`config.mk`:
```
export PLATFORM = sky130hd
export DESIGN_NAME = snake_body_ctrl_flat
export DESIGN_NICKNAME = d
export VERILOG_FILES = /design/src/rtl/snake_body_ctrl_if.sv /design/src/rtl/snake_body_ctrl.sv /design/src/flat_wrapper.sv
export SDC_FILE = /design/constraint.sdc
export NUM_CORES = 1
export LEC_CHECK = 0
export CAP_MARGIN = 40
export CELL_PAD_IN_SITES_DETAIL_PLACEMENT = 1
export CELL_PAD_IN_SITES_GLOBAL_PLACEMENT = 1
export CORE_MARGIN = 3
export CORE_UTILIZATION = 37
export DETAILED_ROUTE_END_ITERATION = 10
export PLACE_DENSITY_LB_ADDON = 0.12
export SLEW_MARGIN = 20
export SYNTH_ARGS = -nofsm -noshare
export SYNTH_HDL_FRONTEND = slang
export SYNTH_SLANG_ARGS = --single-unit
export TNS_END_PERCENT = 5
```
`constraint.sdc`:
```
create_clock -name clk -period 7.75 [get_ports clk]
set_input_delay 0.775 -clock clk [delete_from_list [all_inputs] [get_ports clk]]
set_output_delay 0.775 -clock clk [all_outputs]
set_load 0.01 [all_outputs]
```
`src/rtl/snake_body_ctrl_if.sv`:
```
// snake_body_ctrl_if: strobe and data bus between the snake body sequencer and the body stack.
// The sequencer is the master and the only agent that drives the stack strobes.
interface snake_body_ctrl_if;
    logic        push;
    logic        pop;
    logic        obtener;
    logic [11:0] wx;
    logic [11:0] wy;
    logic [11:0] rx;
    logic [11:0] ry;

    modport master (output push, pop, obtener, wx, wy, input rx, ry);
    modport slave  (input push, pop, obtener, wx, wy, output rx, ry);
endinterface

```
`src/rtl/snake_body_ctrl.sv`:
```
// snake_body_ctrl: per-tick sequencer that moves the head, pushes/pops the body stack and ends the game on a hit.
// Define SNAKE_SELF_COLLISION_EN to build the DEPTH-read self-collision scan; otherwise only walls end the game.
module snake_body_ctrl #(
    parameter int DEPTH   = 501,
    parameter int STEP    = 10,
    parameter int X_MAX   = 630,
    parameter int Y_MAX   = 470,
    parameter int START_X = 320,
    parameter int START_Y = 240
) (
    input  logic               clk,
    input  logic               reset,
    input  logic               tick_i,
    input  logic [1:0]         dir_i,
    input  logic               grow_i,
    snake_body_ctrl_if.master  stk,
    output logic [11:0]        head_x_o,
    output logic [11:0]        head_y_o,
    output logic [9:0]         length_o,
    output logic               busy_o,
    output logic               step_done_o,
    output logic               game_over_o
);
    localparam int                 CW      = $clog2(DEPTH);
    localparam logic signed [12:0] STEP_S  = 13'(STEP);
    localparam logic signed [12:0] X_MAX_S = 13'(X_MAX);
    localparam logic signed [12:0] Y_MAX_S = 13'(Y_MAX);
    localparam logic [9:0]         LEN_MAX = 10'(DEPTH - 1);

    typedef enum logic [2:0] {INIT, IDLE, MOVE, SCAN, DRAIN, DONE, OVER} state_t;

    state_t             state_q;
    logic [11:0]        head_x_q, head_y_q;
    logic [11:0]        wx_q, wy_q;
    logic [9:0]         length_q;
    logic [1:0]         cur_dir_q, dir_d;
    logic               push_q, pop_q, step_done_q, game_over_q;
    logic signed [12:0] cand_x_d, cand_y_d;
    logic               wall_hit_d;
`ifdef SNAKE_SELF_COLLISION_EN
    logic               obt_q, hit_q, smp_vld_q;
    logic [CW-1:0]      cnt_q, smp_idx_q;
`endif

    // Directions 0/2 and 1/3 are opposites, so a reversal differs from cur_dir only in bit 1.
    always_comb begin
        dir_d = cur_dir_q;
        if (dir_i != (cur_dir_q ^ 2'd2))
            dir_d = dir_i;
        cand_x_d = $signed({1'b0, head_x_q});
        cand_y_d = $signed({1'b0, head_y_q});
        case (dir_d)
            2'd0:    cand_y_d = cand_y_d - STEP_S;
            2'd1:    cand_x_d = cand_x_d + STEP_S;
            2'd2:    cand_y_d = cand_y_d + STEP_S;
            default: cand_x_d = cand_x_d - STEP_S;
        endcase
        wall_hit_d = (cand_x_d < 0) || (cand_x_d > X_MAX_S) ||
                     (cand_y_d < 0) || (cand_y_d > Y_MAX_S);
    end

    always_ff @(posedge clk) begin
        if (reset) begin
            state_q     <= INIT;
            head_x_q    <= 12'(START_X);
            head_y_q    <= 12'(START_Y);
            wx_q        <= 12'(START_X);
            wy_q        <= 12'(START_Y);
            length_q    <= '0;
            cur_dir_q   <= 2'd1;
            push_q      <= 1'b0;
            pop_q       <= 1'b0;
            step_done_q <= 1'b0;
            game_over_q <= 1'b0;
`ifdef SNAKE_SELF_COLLISION_EN
            obt_q       <= 1'b0;
            hit_q       <= 1'b0;
            smp_vld_q   <= 1'b0;
            cnt_q       <= '0;
            smp_idx_q   <= '0;
`endif
        end else begin
            push_q      <= 1'b0;
            pop_q       <= 1'b0;
            step_done_q <= 1'b0;
`ifdef SNAKE_SELF_COLLISION_EN
            // Read data trails its strobe by one cycle; only the body behind the head is compared.
            smp_vld_q <= obt_q;
            smp_idx_q <= cnt_q;
            if (smp_vld_q && (10'(smp_idx_q) < length_q - 10'd1) &&
                stk.rx == head_x_q && stk.ry == head_y_q)
                hit_q <= 1'b1;
`endif
            case (state_q)
                INIT: begin
                    length_q <= 10'd1;
                    state_q  <= IDLE;
                end
                IDLE: begin
                    if (tick_i) begin
                        cur_dir_q <= dir_d;
                        if (wall_hit_d) begin
                            game_over_q <= 1'b1;
                            state_q     <= OVER;
                        end else begin
                            head_x_q <= cand_x_d[11:0];
                            head_y_q <= cand_y_d[11:0];
                            wx_q     <= cand_x_d[11:0];
                            wy_q     <= cand_y_d[11:0];
                            if (grow_i && length_q != LEN_MAX) begin
                                push_q   <= 1'b1;
                                length_q <= length_q + 10'd1;
                            end else begin
                                pop_q <= 1'b1;
                            end
`ifdef SNAKE_SELF_COLLISION_EN
                            hit_q <= 1'b0;
`endif
                            state_q <= MOVE;
                        end
                    end
                end
                MOVE: begin
`ifdef SNAKE_SELF_COLLISION_EN
                    obt_q   <= 1'b1;
                    cnt_q   <= '0;
                    state_q <= SCAN;
`else
                    step_done_q <= 1'b1;
                    state_q     <= DONE;
`endif
                end
`ifdef SNAKE_SELF_COLLISION_EN
                SCAN: begin
                    if (cnt_q == CW'(DEPTH - 1)) begin
                        obt_q   <= 1'b0;
                        state_q <= DRAIN;
                    end else begin
                        cnt_q <= cnt_q + 1'b1;
                    end
                end
                DRAIN: begin
                    step_done_q <= 1'b1;
                    state_q     <= DONE;
                end
                DONE: begin
                    if (hit_q) begin
                        game_over_q <= 1'b1;
                        state_q     <= OVER;
                    end else begin
                        state_q <= IDLE;
                    end
                end
`else
                DONE: state_q <= IDLE;
`endif
                OVER:    game_over_q <= 1'b1;
                default: state_q <= INIT;
            endcase
        end
    end

    // The INIT push is gated by reset so every strobe stays low while reset is held.
    assign stk.push    = push_q | (state_q == INIT && !reset);
    assign stk.pop     = pop_q;
`ifdef SNAKE_SELF_COLLISION_EN
    assign stk.obtener = obt_q;
`else
    assign stk.obtener = 1'b0;
`endif
    assign stk.wx      = wx_q;
    assign stk.wy      = wy_q;

    assign head_x_o    = head_x_q;
    assign head_y_o    = head_y_q;
    assign length_o    = length_q;
    assign busy_o      = (state_q != IDLE) && (state_q != OVER);
    assign step_done_o = step_done_q;
    assign game_over_o = game_over_q;
endmodule

```
`src/flat_wrapper.sv`:
```
// flat-port wrapper written by rule: the top's interface ports become plain ports
module snake_body_ctrl_flat 
#(
    parameter int DEPTH   = 501,
    parameter int STEP    = 10,
    parameter int X_MAX   = 630,
    parameter int Y_MAX   = 470,
    parameter int START_X = 320,
    parameter int START_Y = 240
)
  (clk, reset, tick_i, dir_i, grow_i, head_x_o, head_y_o, length_o, busy_o, step_done_o, game_over_o, stk_push, stk_pop, stk_obtener, stk_wx, stk_wy, stk_rx, stk_ry);
  snake_body_ctrl_if stk_i ();
  input  logic clk;
  input  logic reset;
  input  logic tick_i;
  input  logic [1:0] dir_i;
  input  logic grow_i;
  output logic [11:0] head_x_o;
  output logic [11:0] head_y_o;
  output logic [9:0] length_o;
  output logic busy_o;
  output logic step_done_o;
  output logic game_over_o;
  output wire logic [$bits(stk_i.push)-1:0] stk_push;
  output wire logic [$bits(stk_i.pop)-1:0] stk_pop;
  output wire logic [$bits(stk_i.obtener)-1:0] stk_obtener;
  output wire logic [$bits(stk_i.wx)-1:0] stk_wx;
  output wire logic [$bits(stk_i.wy)-1:0] stk_wy;
  input wire logic [$bits(stk_i.rx)-1:0] stk_rx;
  input wire logic [$bits(stk_i.ry)-1:0] stk_ry;
  assign stk_push = stk_i.push;
  assign stk_pop = stk_i.pop;
  assign stk_obtener = stk_i.obtener;
  assign stk_wx = stk_i.wx;
  assign stk_wy = stk_i.wy;
  assign stk_i.rx = stk_rx;
  assign stk_i.ry = stk_ry;
  snake_body_ctrl #(.DEPTH(DEPTH), .STEP(STEP), .X_MAX(X_MAX), .Y_MAX(Y_MAX), .START_X(START_X), .START_Y(START_Y)) u_core (.clk(clk), .reset(reset), .tick_i(tick_i), .dir_i(dir_i), .grow_i(grow_i), .stk(stk_i), .head_x_o(head_x_o), .head_y_o(head_y_o), .length_o(length_o), .busy_o(busy_o), .step_done_o(step_done_o), .game_over_o(game_over_o));
endmodule
```
---- Word-level counts from Yosys, hierarchy flattened ----
Index checks and enable logic that the tools add are counted.
storage, ports and cells
  register bits after elaboration ......... 43
  output and inout port bits .............. 64
  bits of input ports ..................... 30
operators by class
  $add $sub $neg .......................... 5
  reduce and logical (&&, ||, !) cells .... 19
  order comparisons ....................... 4
  equality and inequality tests ........... 14
  muxes and demuxes ....................... 16
  bitwise logic cells ..................... 6
operators by type and width
  operator                                               count
  case mux 13 bit (2 select lines)                       2
  2-to-1 mux 10 bit                                      3
  adder 12 x 4 -> 13 bit (second input constant)         2
  < comparator 13 x 1 -> 1 bit (second input constant)   2
  subtractor 12 x 4 -> 13 bit (second input constant)    2
  case mux 10 bit (2 select lines)                       1
  > comparator 13 x 10 -> 1 bit (second input constant)  1
  > comparator 13 x 11 -> 1 bit (second input constant)  1
  case mux 3 bit (4 select lines)                        1
  adder 10 x 1 -> 10 bit (second input constant)         1
  != test 10 x 9 -> 1 bit (second input constant)        1
  equality test 3 bit (second input constant)            2
  2-to-1 mux 3 bit                                       2
  AND reduction 3 bit                                    2
  2-to-1 mux 1 bit                                       5
  inverter 1 bit                                         5
  != test 2 x 1 -> 1 bit (second input constant)         2
  != test 2 bit (second input constant)                  2
  AND reduction 2 bit                                    2
  AND reduction 4 bit                                    1
  nonzero test 2 bit                                     2
  OR reduction 2 bit                                     2
  OR reduction 4 bit                                     1
  equality test 3 x 1 -> 1 bit (second input constant)   1
  other kinds (14)                                       18

---- Depth between registers and ports, before layout ----
  depth after elaboration ................. 13
  depth in mapped cells ................... 16
  gate-level depth less buffers ........... 14

---- Worst setup path after synthesis ----
OpenSTA, ideal clock, no wires.
  path kind ............................... input to register
  start point ............................. in dir_i[0]
  end point ............................... reg u_core.head_y_q[5], in the netlist u_core.head_y_o[5]
  required time ........................... 7.616 ns
  stages .................................. 15
  data arrival time ....................... 4.188 ns
  path slack .............................. 3.428 ns
  buffers on the path ..................... 4
  path through ............................ clkbuf_1 buf_2 clkbuf_1 nand2_1 ha_1 a21o_1 a31o_1 or4_4 o2111ai_2 a31oi_1 o21ai_2 nand4_1 buf_2 a2111oi_0 a21oi_1
between the ends
  longest elaborated chain between the ends .. 11
RTL lines
  what                                                                           line                    source
  start, declared                                                                flat_wrapper.sv:16      input logic [1:0] dir_i;
  != test 2 bit                                                                  snake_body_ctrl.sv:48   if (dir_i != (cur_dir_q ^ 2'd2))
  2-to-1 mux 2 bit *                                                             snake_body_ctrl.sv:48
  equality test 2 bit or zero test 2 bit (tied branches)                         snake_body_ctrl.sv:52   case (dir_d)
  OR reduction 2 bit (no source line)                                            -
  case mux 13 bit (2 select lines)                                               snake_body_ctrl.sv:52
  < comparator 13 x 1 -> 1 bit or > comparator 13 x 11 -> 1 bit (tied branches)  snake_body_ctrl.sv:58   wall_hit_d = (cand_x_d < 0) || (cand_x_d > X_MAX_S) ||
  logical OR 1 bit (2 in series)                                                 snake_body_ctrl.sv:58
  logical OR 1 bit                                                               snake_body_ctrl.sv:59   (cand_y_d < 0) || (cand_y_d > Y_MAX_S);
  inverter 1 bit (no source line)                                                -
  AND reduction 3 bit (no source line)                                           -
  end signal, assigned                                                           snake_body_ctrl.sv:66   head_y_q <= 12'(START_Y);
  end signal, assigned                                                           snake_body_ctrl.sv:107  head_y_q <= cand_y_d[11:0];
  end, declared                                                                  snake_body_ctrl.sv:33   logic [11:0] head_x_q, head_y_q;
Every way passes the cells marked *; elsewhere a longest branch is shown, timed or not.
A chain may end at the register's enable or synchronous reset.

---- Worst setup path after layout ----
Ends and elaborated chain as after synthesis.

==> results.md <==
- GRT Total Usage: 17.8%
- Slew Limit Fails: 0
- RePlAce Congestion: 0.806
- Worst IR drop on VDD: 0.000107 V
- Clock skew: 0.00884 ns
- Syn Inst Count: 385
- CTS tree: yes
- Final core occ: 45.8%
- Clk root buf: clkbuf_8
- DIE HEIGHT: 98.3 µm
- DRC Markers: 0
- Slew Limit Headroom: 51.3%
- GRT overflow: 0
- WL final: 8570 µm
- Post-Synth Adder-Cell Area: 10.4%
- Most Frequent Cell on Critical Path: buf_4
- I/O pin count: 94
- Compound-gate portion of the synthesized area: 27.3%
- Synth area leaders: dfxtp_1, ha_1, buf_4
- N_diodes: 0
- Largest net degree at the start of global routing: 32
- Main synth FF type: dfxtp_1
- Clock sinks: 41
- Synth Area in XOR/XNOR: 3.34%
- Die W: 98.3 µm
- Worst setup margin: 2.07 ns
- Ys async rst share: 0%
- Top delay family on crit path: compound AO/OA/AOI/OAI gates
- Initial antenna violation count: 0
- Mux cell area share after synthesis: 1.63%
- Worst-Margin Slew: 0.729 ns
- Post-synthesis sequential area ratio: 26.1%
- Worst setup EP type: register
- Initial DRC count: 66
- DP HPWL: 6360 µm
- Non-filler instance count after layout: 526
- Vias in the first global route: 2819
- Port bufs: 64
- Drt first pass iters: 4
- Inserted Clock Buffers: 5
- TNS Setup: 0 ns
- Final Hold Fails: 0
- Post-synthesis area per instance: 8.18 µm²
- Die area: 9660 µm²
- Core area: 8260 µm²
- EDFF count, synth: 0
- Layout net count: 475
- CP required: 7.93 ns
- Seq cells post-synth: 41
- Yosys top cell area share: 26.1%
- Min Tclk post-route: 5.68 ns
- Simple-Gate Fraction of Synth Area: 20.1%
- CP max stage cell: or4_4
- Commonest cells post-synth: dfxtp_1, a21oi_1, nand2_1, buf_4, ha_1
- CP cell instances: clkdlybuf4s50_1, buf_4, xor2_1, mux2i_1, nand2_1, ha_1, a21o_1, a31o_1, or4_4, o2111ai_2, a31oi_1, o21ai_2, nand4_1, buf_4, a2111oi_0, a21oi_1
- Total power: 533 µW
- Fill count: 1004
- Resize count post-CTS: 0
- Drt wl/cell: 16.3 µm
- DRT antenna net count: 0
- Peak fanout along the critical path: 31
- Clk slew on worst S/H paths: 0.10 ns
- Status: finished clean
- Synthesized area: 3150 µm²
- Critical path launch point type: primary input
- WP buf/inv: 3
- Post-synth top area cell: dfxtp_1
- Pwr/cell area: 141 nW/µm²
- Rows: 33
- Hold crit path type: reg2reg
- Postcts setup bufs: 0
- Max incr delay on CP: 0.50 ns
- Vias per Instance: 5.69
- RSZ-0062 raised after global routing: false
- Share of cells above drive strength 1: 6.41%
- Setup Slack @ Placement: 1.75 ns
- Most frequent cell after synthesis: dfxtp_1
- Largest family of logic cells by synthesized area: compound AO/OA/AOI/OAI gates
- CP Data Arrival Time: 5.87 ns
- P&R area growth vs syn: 20.0%
- Via count: 2992
- Final period utilization: 73.3%
- Clk buf depth: 2
- Crit Path Class: in2reg
- Htree depth: 2
- Max-cap violations: 0
- Placed cell count: 518
- Initial Utilization: 38.1%
- Global-route wire length before repair: 14500 µm
- Post-CTS Hold Buffers: 0
- Worst-Skew Late Latency: 0.30 ns
- Ys Warns: 0
- Setup Viol. Count Final: 0
- Static Leak: 0.00151 µW
- Fmax achieved: 176 MHz
- Synth cell types: 65
-- routing by layer --
| layer | GRT usage, % | routed length (µm) | vias to the layer above |
|---|---|---|---|
| met4 | 2.52 | 34 | 0 |
| met1 | 25.9 | 4320 | 1451 |
| met3 | 2.64 | 258 | 4 |
| met5 | 0 | 0 | - |
| li1 | - | - | 1476 |
| met2 | 28.5 | 3960 | 61 |
-- final timing paths --
check / startpoint / endpoint / slack, ns / cells past startpoint
worst min-delay path: u_core.cur_dir_q[1]$_SDFFE_PP0P_ / u_core.cur_dir_q[1]$_SDFFE_PP0P_ / 0.51 / 2
worst max register to register: u_core.cur_dir_q[0]$_SDFFE_PP1P_ / u_core.head_y_o[5]$_SDFFE_PP1P_ / 3.00 / 14
worst max-delay path: dir_i[0] / u_core.head_y_o[5]$_SDFFE_PP1P_ / 2.07 / 16
worst min register to register: u_core.cur_dir_q[1]$_SDFFE_PP0P_ / u_core.cur_dir_q[1]$_SDFFE_PP0P_ / 0.51 / 2
-- state kept, by name, summed over array words and instances, names as in the netlist --
signal	cells
u_core.push_q	1
u_core.state_q	3
u_core.game_over_o	1
u_core.length_o	10
u_core.head_x_o	11
u_core.step_done_o	1
u_core.head_y_o	11
u_core.cur_dir_q	2
u_core.stk.pop	1
-- cell usage in the layout, fill, tap and decap left out, types with 3 or more instances in the layout --
cell              n
and4_1            3
and3_1           12
o21ai_0          13
nand2_1          30
o211ai_1          7
ha_1             23
xor2_1            7
nand3_1          14
o21a_1            3
o31ai_1           4
o2111ai_1         7
a21oi_1          31
nand4_1           4
mux2i_1           4
clkbuf_8          5
nor2_1           22
nand2b_1          3
a21o_1           12
a2111o_1          6
a31oi_1           4
o21bai_1          3
conb_1            5
xnor2_1           5
dfxtp_1          41
nor3_1           15
clkdlybuf4s50_1  64
inv_1            19
or3_1             5
buf_4             3
-- power breakdown --
part           total [µW]  internal [µW]  switching (µW)
combinational         154           62.0            92.1
sequential            220            215            4.95
clock                 158           68.2            90.3
-- cell type report --
| cell class | count | area, µm² | area share [%] |
|---|---|---|---|
| Clock inverter | 3 | 28.8 | 0.761 |
| Multi-Input combinational cell | 286 | 2000 | 52.8 |
| Inverter | 19 | 71.3 | 1.89 |
| Tap cell | 105 | 131 | 3.48 |
| Sequential cell | 41 | 821 | 21.7 |
| Timing Repair Buffer | 67 | 663 | 17.5 |
| Clock buffer | 5 | 68.8 | 1.82 |
-- worst register-to-register path: stages (launching register included) --
cell and delay (ns):
dfxtp_1 0.36, xor2_1 0.19, mux2i_1 0.47, nand2_1 0.42
ha_1 0.49, a21o_1 0.21, a31o_1 0.24, or4_4 0.50
o2111ai_2 0.11, a31oi_1 0.14, o21ai_2 0.28, nand4_1 0.38
buf_4 0.34, a2111oi_0 0.42, a21oi_1 0.07
-- through the flow --
step | hold slack (ns) | area (µm²)
floorplan | 0.477 | 3160
global placement | 0.484 | 3680
detailed placement | 0.501 | 3680
CTS | 0.517 | 3780
global route | 0.549 | 3780
finish | 0.511 | 3780
-- cells by family (layout without fill, tap and decap cells) --
group,after synthesis,count (layout)
simple gates,122,122
buf+inv,62,94
fa+ha+maj,25,25
mux,5,5
xor+xnor,12,12
flops,41,41
compound gates,117,117
other cells,1,5
Power figures use the tool's default switching activity.
